--- config.mk ---
export PLATFORM = sky130hd
export DESIGN_NAME = spi_cfg_sequencer
export DESIGN_NICKNAME = d
export VERILOG_FILES = /design/src/rtl/spi_cfg_sequencer.sv
export SDC_FILE = /design/constraint.sdc
export NUM_CORES = 1
export LEC_CHECK = 0
export ABC_CLOCK_PERIOD_IN_PS = 2400
export CAP_MARGIN = 25
export CELL_PAD_IN_SITES_DETAIL_PLACEMENT = 0
export CELL_PAD_IN_SITES_GLOBAL_PLACEMENT = 1
export CORE_MARGIN = 2
export CORE_UTILIZATION = 40
export DETAILED_ROUTE_END_ITERATION = 6
export DONT_BUFFER_PORTS = 1
export PLACE_DENSITY = 0.7
export SLEW_MARGIN = 20
export SYNTH_ARGS = -nofsm -noshare
export SYNTH_HDL_FRONTEND = slang
export SYNTH_SLANG_ARGS = --single-unit
--- constraint.sdc ---
create_clock -name clk -period 2.4 [get_ports clk]
set_input_delay 0.72 -clock clk [delete_from_list [all_inputs] [get_ports clk]]
set_output_delay 0.72 -clock clk [all_outputs]
set_load 0.1 [all_outputs]
--- src/rtl/spi_cfg_sequencer.sv ---
// rtl/spi_cfg_sequencer.sv - walks a configuration ROM and hands each word to an SPI writer
// Stops on the 0xFFFFFF end marker, after the last table entry, or on a write timeout.
module spi_cfg_sequencer #(
  parameter int N_REGS  = 64,
  parameter int AW      = 6,
  parameter int GAP_CYC = 16,
  parameter int TO_CYC  = 4096
) (
  input  logic          clk,
  input  logic          rst_n,
  input  logic          cfg_start,
  output logic [AW-1:0] tbl_addr,
  input  logic [23:0]   tbl_data,
  output logic [23:0]   write_data,
  output logic          write_data_valid,
  input  logic          once_end_w,
  output logic          cfg_busy,
  output logic          cfg_done,
  output logic          cfg_err,
  output logic [AW-1:0] err_index
);

  localparam logic [2:0] S_IDLE  = 3'd0;
  localparam logic [2:0] S_FETCH = 3'd1;
  localparam logic [2:0] S_LATCH = 3'd2;
  localparam logic [2:0] S_ISSUE = 3'd3;
  localparam logic [2:0] S_GAP   = 3'd4;
  localparam logic [2:0] S_DONE  = 3'd5;

  // One counter serves both the write timeout and the inter-write gap.
  localparam int MAXC = (TO_CYC > GAP_CYC) ? TO_CYC : GAP_CYC;
  localparam int CW   = $clog2(MAXC + 1);

  localparam logic [AW-1:0] LAST_IDX = AW'(N_REGS - 1);
  localparam logic [CW-1:0] TO_LAST  = CW'(TO_CYC - 1);
  localparam logic [CW-1:0] GAP_LAST = CW'(GAP_CYC - 1);
  localparam logic [23:0]   END_MARK = 24'hFFFFFF;

  logic [2:0]    r_state;
  logic [AW-1:0] r_idx;
  logic [23:0]   r_wdata;
  logic          r_valid;
  logic          r_err;
  logic [AW-1:0] r_err_idx;
  logic [CW-1:0] r_cnt;

  always_ff @(posedge clk or negedge rst_n) begin
    if (!rst_n) begin
      r_state   <= S_IDLE;
      r_idx     <= '0;
      r_wdata   <= '0;
      r_valid   <= 1'b0;
      r_err     <= 1'b0;
      r_err_idx <= '0;
      r_cnt     <= '0;
    end else begin
      case (r_state)
        S_IDLE: begin
          if (cfg_start) begin
            r_state   <= S_FETCH;
            r_idx     <= '0;
            r_err     <= 1'b0;
            r_err_idx <= '0;
          end
        end
        S_FETCH: r_state <= S_LATCH;
        S_LATCH: begin
          r_wdata <= tbl_data;
          if (tbl_data == END_MARK) begin
            r_state <= S_DONE;
          end else begin
            r_state <= S_ISSUE;
            r_valid <= 1'b1;
            r_cnt   <= '0;
          end
        end
        S_ISSUE: begin
          // A completion in the final timeout cycle still counts as success.
          if (once_end_w) begin
            r_valid <= 1'b0;
            r_cnt   <= '0;
            if (r_idx == LAST_IDX) begin
              r_state <= S_DONE;
            end else begin
              r_idx   <= r_idx + AW'(1);
              r_state <= S_GAP;
            end
          end else if (r_cnt == TO_LAST) begin
            r_valid   <= 1'b0;
            r_err     <= 1'b1;
            r_err_idx <= r_idx;
            r_state   <= S_DONE;
          end else begin
            r_cnt <= r_cnt + CW'(1);
          end
        end
        S_GAP: begin
          if (r_cnt == GAP_LAST) begin
            r_cnt   <= '0;
            r_state <= S_FETCH;
          end else begin
            r_cnt <= r_cnt + CW'(1);
          end
        end
        S_DONE:  r_state <= S_IDLE;
        default: r_state <= S_IDLE;
      endcase
    end
  end

  assign tbl_addr         = r_idx;
  assign write_data       = r_wdata;
  assign write_data_valid = r_valid;
  assign cfg_busy         = (r_state != S_IDLE);
  assign cfg_done         = (r_state == S_DONE);
  assign cfg_err          = r_err;
  assign err_index        = r_err_idx;

endmodule

; Yosys cells after proc, flatten, opt, wreduce, memory -nomap -nowiden
; Index checks and enable logic that the tools add are counted.
[classes]
n_addsub = 2
n_mux = 27
n_eq_ne = 18
reduce_logical = 10
[ops]
columns = cell, count
row1 = 13-bit two-way mux, 4
row2 = 13-bit one-hot mux with 3 select lines, 1
row3 = 6-bit two-way mux, 5
row4 = 24-bit == test (second input constant), 1
row5 = 6-bit one-hot mux with 2 select lines, 2
row6 = 3-bit two-way mux, 5
row7 = 3-bit one-hot mux with 5 select lines, 1
row8 = 2-bit != test (second input constant), 7
row9 = 13-bit by 1-bit adder with 13-bit output (second input constant), 1
row10 = 13-bit by 12-bit == test with 1-bit output (second input constant), 1
row11 = 13-bit by 4-bit == test with 1-bit output (second input constant), 1
row12 = 3-bit AND reduction, 3
row13 = 4-bit AND reduction, 2
row14 = 1-bit two-way mux, 7
row15 = 6-bit by 1-bit adder with 6-bit output (second input constant), 1
row16 = 3-bit by 2-bit == test with 1-bit output (second input constant), 2
row17 = 3-bit == test (second input constant), 2
row18 = 6-bit == test (second input constant), 1
row19 = 3-bit != test (second input constant), 2
row20 = 3-bit nonzero test, 2
row21 = 1-bit one-hot mux with 2 select lines, 2
row22 = 2-bit nonzero test, 2
row23 = 3-bit by 1-bit == test with 1-bit output (second input constant), 1
row24 = 3-bit logical NOT, 1
[totals]
register_bits = 54
elab_cells = 64

; Longest topological paths before layout
; Gate-level depths: netlist of run 1.
[logic_depth]
word_depth = 4
depth_mapped = 7
mapped_depth_nobuf = 6

; Worst setup path after synthesis of run 1
; OpenSTA, ideal clock, no wires.
[synth_path]
path_type = register to output
startpoint = register r_state[0]
endpoint = output port cfg_done
t_arrival_ns = 1.777
required_ns = 1.680
stages_incl_launch_ff = 4
setup_slack_ns = -0.097
path_cell_list = dfrtp_1 > buf_2 > nand2_1 > nor2_1
[synth_via]
elab_chain_len = 1
[synth_lines]
columns = element, line
row1 = from (decl), 39  ; logic [2:0] r_state;
row2 = from (signal assigned), 49  ; r_state <= S_IDLE;
row3 = from (signal assigned), 60  ; r_state <= S_FETCH;
row4 = from (signal assigned), 66  ; S_FETCH: r_state <= S_LATCH;
row5 = 3-bit == test, 115  ; assign cfg_done = (r_state == S_DONE);
row6 = to (decl), 18  ; output logic cfg_done,
; Every way passes these cells.

; Worst setup path in the final report of run 1
[layout_path]
startpoint = register r_state[2]
endpoint = output port cfg_busy
[layout_via]
elab_chain_len = 1
[layout_lines]
columns = element, line
row1 = 3-bit nonzero test, 114  ; assign cfg_busy = (r_state != S_IDLE);
row2 = to (decl), 17  ; output logic cfg_busy,
; Every way passes these cells.

==> flow_metrics.tcl, run 1 <==
set metrics [dict create \
    chipHeight_um 84.1 \
    nets 285 \
    drc 0 \
    io_pins 68 \
    whs_ps 89.5 \
    drt_first_iter_violations 91 \
    cts.path.max_buffers 2 \
    min_period_ps 2140 \
    hold_viol_final 0 \
    cts_resized 0 \
    netlist_instances 239 \
    io_buffers 0 \
    crit_required_ps 1680 \
    ys_warn_count 0 \
    syn_area_per_cell_um2 10.7 \
    syn-cell-area_um2 2570 \
    rsz0062_at_grt "false" \
    fmax_ghz 0.468 \
    start_util 0.409 \
    grt_pass1_vias 1938 \
    final_area_um2 2840 \
    gr-total-overflow 0 \
    num_antenna_cells 0 \
    post_cts_buffers 0 \
    hold_path_class "primary input to asynchronous set/reset pin" \
    dp_hpwl_um 3780 \
    regToRegStartpoint "r_cnt[0]$_DFFE_PN0P_" \
    cts_root_buffer "clkbuf_8" \
    cap_violations 0 \
    grt_first_pass_wirelength_um 9480 \
    critPathLaunchType "register" \
    fin_util 0.452 \
    cp-startpoint "r_state[2]$_DFFE_PN0P_" \
    crit_fanout 10 \
    worst_pin_slew_ps 924 \
    cts_hold_buf 0 \
    numCtsBuffers 5 \
    finalSetupViolations 0 \
    relSlewSlack 0.384 \
    final_cell_mix "dfrtp_1, nand2_1, mux2_2" \
    crit_arrival_ps 1420 \
    avgRoutedWirePerCell_um 16.2 \
    final.setup.tns_ps 0 \
    rr_worst_depth 7 \
    routed_via_density 5.76 \
    layout_commonest_cell "dfrtp_1" \
    r2r_slack_ps 390 \
    area_growth_pct 10.6 \
    maxSlewViolCount 0 \
    reg2reg_to "r_cnt[6]$_DFFE_PN0P_" \
    rows 29 \
    outcome "finished, final reports clean" \
    grt_start_max_net_pins 55 \
    die_x_um 84.1 \
    core_area_um2 6280 \
    synth_fp_nets 269 \
    postRouteAntennaNets 0 \
    ys_ff_latch 54 \
    critical_path_class "register to output port" \
    die_area_um2 7080 \
    cts_htree_levels 2 \
    worst_setup_path_end_kind "output port" \
    synth-seq-area-share 0.526 \
    placed_area_um2 2750 \
    min_period_over_period 0.890 \
    path_clk_slew_ps 100 \
    routed_wl_um 5380 \
    firstDrtPassIters 4 \
    vias 1911 \
    clk_latency_ps 310 \
    synth.distinct_cells 43 \
    skew_ps 4.56 \
    endpoint "cfg_busy" \
    cts_tree "yes" \
    clkSinkCount 54 \
    antenna_found_initial 0 \
    grt_usage 0.164 \
    place_congestion 0.712 \
    drive_above_1_share 0.231 \
]
[logic make-up (layout without fill, tap and decap cells)]
kind of cell | Yosys count | in the layout | synth area share
and+or+nand+nor | 85 | 85 | 0.178
DFF | 54 | 54 | 0.526
AOI/OAI and AO/OA | 54 | 54 | 0.131
adders and majority gates | 2 | 2 | 0.00975
xor gates and xnor gates | 2 | 2 | 0.00682
buffers and inverters | 15 | 31 | 0.0312
muxes | 27 | 27 | 0.117
[registers in the layout, indices dropped and copies added, names as in the netlist]
name / cells
r_cnt: 13
cfg_err: 1
write_data_valid: 1
tbl_addr: 6
write_data: 24
r_state: 3
err_index: 6
[layer usage]
| metal | up-vias | track usage | part of all wire |
|---|---|---|---|
| met3 | 6 | 0.0396 | 0.068 |
| met1 | 933 | 0.235 | 0.48 |
| met5 | - | 0 | 0 |
| met2 | 65 | 0.245 | 0.44 |
| met4 | 0 | 0.0528 | 0.014 |
| li1 | 907 | - | - |
[through the flow]
step / instances / setup WS [ps]
after global placement: 325 / 322
after detailed placement: 325 / 321
after CTS: 332 / 132
after floorplan: 239 / 186
final: 332 / 264
after global routing: 332 / 135
[cell usage after synthesis, drive strengths merged]
cell type,number,area (um2)
a32o,1,10.0
o211ai,2,15.0
o22ai,2,12.5
a22oi,1,7.51
a31oi,9,56.3
a31o,2,17.5
nand4,7,50.1
clkbuf,1,3.75
o31ai,2,15.0
mux2,24,270
a41oi,4,35.0
nor3,3,26.3
o21ai,14,70.1
a21o,2,15.0
o32ai,1,8.76
nor2,16,60.1
mux2i,3,30.0
and2,3,21.3
nand4bb,1,11.3
nor4,3,33.8
ha,2,25.0
nor2b,2,12.5
and4,3,26.3
xnor2,2,17.5
inv,5,18.8
and3,1,6.26
buf,9,57.6
nand3,16,85.1
nand2,27,101
a21oi,13,65.1
o41ai,1,8.76
dfrtp,54,1350
nand2b,1,6.26
and3b,1,8.76
nand3b,1,7.51
[worst min path at each step]
stage / from / to / slack [ps] / cells past startpoint
global placement: rst_n / write_data[0]$_DFFE_PN0P_ / 430 / 0
floorplan: rst_n / cfg_err$_DFFE_PN0P_ / 420 / 0
detailed placement: rst_n / write_data[0]$_DFFE_PN0P_ / 430 / 0
finish: rst_n / write_data[0]$_DFFE_PN0P_ / 90 / 0
global route: rst_n / write_data[1]$_DFFE_PN0P_ / 70 / 0
CTS: rst_n / write_data[0]$_DFFE_PN0P_ / 80 / 0
[critical path, stage by stage, from the launching register on]
cell and delay [ps]:
dfrtp_1 490, nor3_2 310, inv_1 70, buf_4 230
[final cells by class]
cell class | count | area (um2)
Tap cell | 77 | 96.3
Fill cell | 575 | 3440
Inverter | 5 | 18.8
Sequential cell | 54 | 1350
Clock buffer | 5 | 68.8
Clock inverter | 2 | 15.0
Multi-Input combinational cell | 170 | 1150
Timing Repair Buffer | 19 | 143
Power of run 1 is not shown: default switching activity piles up to over one toggle a cycle in this logic, so the estimate is an artifact.
==> run 2, diff against run 1 <==
REMOVE_ABC_BUFFERS = 1   (was not set)
==> run 2 against run 1 <==
Effect of this change: maximum frequency fell by 4.7%; cell count up 0.90%; sequential share of layout area down 0.35 points; worst setup slack worse by 110 ps; critical path depth is the same; utilization rose by 0.34 points; clock-buffer cell count increased by 1; clock skew fell by 0.83 ps; wire length fell by 1.5%; highest routed layer unchanged.
==> flow_metrics.tcl, run 2 (synthesis results as in run 1) <==
set metrics [dict create \
    outcome "finished, final reports clean" \
    grt_first_pass_wirelength_um 9110 \
    postRouteAntennaNets 0 \
    nets 287 \
    dp_cells 327 \
    crit_fanout 10 \
    cts_resized 0 \
    placed_area_um2 2770 \
    layout_commonest_cell "dfrtp_1" \
    critical_path_class "register to output port" \
    maxSlewViolCount 0 \
    path_clk_slew_ps 90 \
    cts_htree_levels 2 \
    crit_required_ps 1680 \
    routed_via_density 5.60 \
    die_x_um 84.1 \
    drt_first_iter_violations 141 \
    io_pins 68 \
    multi_input_comb_area_um2 1140 \
    antenna_found_initial 0 \
    rsz0062_at_grt "false" \
    worst_slack_ps 158 \
    max_stage_delay_ps 480 \
    drc 0 \
    num_antenna_cells 0 \
    crit_arrival_ps 1520 \
    grt_start_max_net_pins 55 \
    cp_cell_sequence "nor3_1 > inv_1 > buf_4" \
    cts.path.max_buffers 2 \
    worst_pin_slew_ps 908 \
    drive_above_1_share 0.236 \
    io_buffers 0 \
    cp_slowest_cell "dfrtp_1" \
    finalSetupViolations 0 \
    start_util 0.409 \
    whs_ps 97.1 \
    firstDrtPassIters 4 \
    avgRoutedWirePerCell_um 15.8 \
    hold_path_class "primary input to asynchronous set/reset pin" \
    routed_wl_um 5300 \
    skew_ps 3.73 \
    die_area_um2 7080 \
    fmax_ghz 0.446 \
    clk_latency_ps 300 \
    hold_viol_final 0 \
    preCtsSetupSlack_ps 312 \
    chipHeight_um 84.1 \
    cts_tree "yes" \
    worst_setup_path_end_kind "output port" \
    area_growth_pct 11.4 \
    fillCellCount 593 \
    cap_violations 0 \
    grt_usage 0.156 \
    critPathLaunchType "register" \
    core_area_um2 6280 \
    r2r_slack_ps 380 \
    min_period_ps 2240 \
    cts_hold_buf 0 \
    regArea_um2 1350 \
    final_cells 335 \
    cts_root_buffer "clkbuf_8" \
    place_congestion 0.803 \
    regToRegStartpoint "r_cnt[0]$_DFFE_PN0P_" \
    vias 1875 \
    reg2reg_to "r_cnt[6]$_DFFE_PN0P_" \
    clkSinkCount 54 \
    post_cts_buffers 0 \
    dp_hpwl_um 3790 \
    gr-total-overflow 0 \
    numCtsBuffers 5 \
    relSlewSlack 0.395 \
    rows 29 \
    largest_register_ffs 24 \
    min_period_over_period 0.934 \
    rr_worst_depth 7 \
    final_cell_mix "dfrtp_1, nand2_1, mux2_2" \
    final_area_um2 2860 \
    grt_pass1_vias 1891 \
]
==> run 2: changes by cell type in the layout (fill, tap and decap cells not counted), sizes merged <==
cell,previous run,this run
buf,19,21
clkbuf,5,6
clkinv,0,1
clkinvlp,2,1
==> run 2: per-stage QoR <==
| step | util | TNS, ps |
|---|---|---|
| after global placement | 0.441 | 0 |
| after CTS | 0.456 | 0 |
| final | 0.456 | 0 |
| after floorplan | - | -85.8 |
| after global routing | 0.456 | 0 |
| after detailed placement | 0.441 | 0 |
==> run 2: worst max path at each step <==
stage / startpoint / endpoint / slack (ps) / depth (start not counted)
final: r_state[2]$_DFFE_PN0P_ / cfg_busy / 160 / 3
after global routing: r_state[2]$_DFFE_PN0P_ / cfg_busy / 50 / 3
after global placement: once_end_w / r_cnt[1]$_DFFE_PN0P_ / 340 / 5
after floorplan: r_state[0]$_DFFE_PN0P_ / cfg_done / -90 / 2
after CTS: r_state[2]$_DFFE_PN0P_ / cfg_busy / 130 / 3
after detailed placement: tbl_data[20] / r_cnt[5]$_DFFE_PN0P_ / 310 / 5
==> run 2: area by class of cell <==
type                    instances  area share
well taps                      77      0.0337
clock buffers                   6      0.0289
multi-input cells             170       0.399
repair buffers                 21      0.0551
flip-flops and latches         54       0.472
clock inverters                 2     0.00437
inverters                       5     0.00656
==> run 2: worst max-delay path: cells and delay by family, from the launching register on <==
kind	cells	cell delay, ps
flip-flops	1	480
buffers and inverters	2	320
AND/OR/NAND/NOR	1	410
==> run 2: per-layer routing <==
| metal | up-vias | GRT usage | part of all wire |
|---|---|---|---|
| met1 | 903 | 0.217 | 0.47 |
| met2 | 57 | 0.247 | 0.46 |
| met3 | 4 | 0.0366 | 0.062 |
| met5 | - | 0 | 0 |
| li1 | 911 | - | - |
| met4 | 0 | 0.0381 | 0.0064 |
Power of run 2 is left out for the same reason.
==> run 3, diff against run 2 <==
CORE_ASPECT_RATIO = 0.8   (was not set)
PLACE_DENSITY = 0.75   (was 0.7)
==> run 3 against run 2 <==
Effect of this change: first-iteration DRC count rose by 9.2%; cell count increased by 2.4%; clock skew increased by 2.9 ps; worst hold slack improved by 4.3 ps; maximum frequency grew 4.6%; via count up 0.91%; register-to-register slack gained 40 ps; utilization up 0.49 points; highest routed layer unchanged.
==> flow_metrics.tcl, run 3 (synthesis results as in run 1) <==
set metrics [dict create \
    area_growth_pct 13.2 \
    worst_pin_slew_ps 952 \
    io_pins 68 \
    r2r_slack_ps 420 \
    grt_usage 0.170 \
    postRouteAntennaNets 0 \
    routed_wl_um 5500 \
    cap_violations 0 \
    gr-total-overflow 0 \
    cts_htree_levels 2 \
    whs_ps 101 \
    clkSinkCount 54 \
    rsz0062_at_grt "false" \
    rows 26 \
    maxSlewViolCount 0 \
    preCtsSetupSlack_ps 389 \
    layout_commonest_cell "dfrtp_1" \
    drt_first_iter_violations 154 \
    fin_util 0.461 \
    drive_above_1_share 0.243 \
    hold_path_class "primary input to asynchronous set/reset pin" \
    final_area_um2 2910 \
    cts_tree "yes" \
    grt_first_pass_wirelength_um 9310 \
    numCtsBuffers 5 \
    dp_hpwl_um 3930 \
    worst_slack_ps 256 \
    grt_start_max_net_pins 55 \
    critical_path_class "register to output port" \
    fmax_ghz 0.466 \
    crit_required_ps 1680 \
    antenna_found_initial 0 \
    avgRoutedWirePerCell_um 16.0 \
    hold_viol_final 0 \
    post_cts_buffers 0 \
    chipHeight_um 75.7 \
    die_x_um 93.6 \
    final_cell_mix "dfrtp_1, nand2_1, mux2_2" \
    die_area_um2 7080 \
    cts.path.max_buffers 2 \
    routed_via_density 5.52 \
    nets 289 \
    core_area_um2 6310 \
    path_clk_slew_ps 100 \
    largest_register_ffs 24 \
    relSlewSlack 0.365 \
    placed_area_um2 2790 \
    drc 0 \
    vias 1892 \
    min_period_over_period 0.893 \
    min_period_ps 2140 \
    worst_setup_path_end_kind "output port" \
    cts_root_buffer "clkbuf_8" \
    clk_latency_ps 300 \
    start_util 0.407 \
    io_buffers 0 \
    crit_arrival_ps 1420 \
    outcome "finished, final reports clean" \
    firstDrtPassIters 4 \
    place_congestion 0.781 \
    crit_fanout 10 \
    cts_hold_buf 0 \
    skew_ps 6.64 \
    finalSetupViolations 0 \
    num_antenna_cells 0 \
    critPathLaunchType "register" \
    grt_pass1_vias 1832 \
]
run 3: per-stage QoR:
stage | TNS, ps | instances
detailed placement | 0 | 336
finish | 0 | 343
global route | 0 | 343
CTS | 0 | 343
global placement | 0 | 336
floorplan | -85.8 | 229
run 3: path summary, 6_finish.rpt:
kind / start / end / cells past startpoint
max in group asynchronous: rst_n / r_cnt[8]$_DFFE_PN0P_ / 0
setup reg to reg: r_cnt[0]$_DFFE_PN0P_ / r_cnt[6]$_DFFE_PN0P_ / 7
setup / recovery: r_state[2]$_DFFE_PN0P_ / cfg_busy / 3
hold reg to reg: err_index[2]$_DFFE_PN0P_ / err_index[2]$_DFFE_PN0P_ / 2
min in group clk: cfg_start / tbl_addr[3]$_DFFE_PN0P_ / 1
hold / removal: rst_n / err_index[2]$_DFFE_PN0P_ / 0
run 3: what timing repair did:
action                     CTS  global route
setup endpoints to repair    0             1
resized for setup            0             1
hold endpoints to repair     0             0
run 3: final cells by class:
type                    instances  area [um2]
clock inverters                 1        30.0
fillers                       615        3400
repair buffers                 23         173
inverters                       5        18.8
multi-input cells             170        1150
flip-flops and latches         54        1350
well taps                      84         105
clock buffers                   6        82.6
run 3: critical path, stage by stage (launching register included):
cell,delay (ps)
dfrtp_1,490
nor3_2,330
inv_1,70
buf_4,240
run 3: metal layers:
metal  part of all wire  up-vias  routed length [um]  global-route usage
met4             0.0062        0                  34              0.0386
met1               0.51      928                2790               0.251
met5                  0        -                   0                   0
met3              0.061        4                 335              0.0603
li1                   -      914                   -                   -
met2               0.43       46                2340               0.241
Power of run 3 is left out for the same reason.
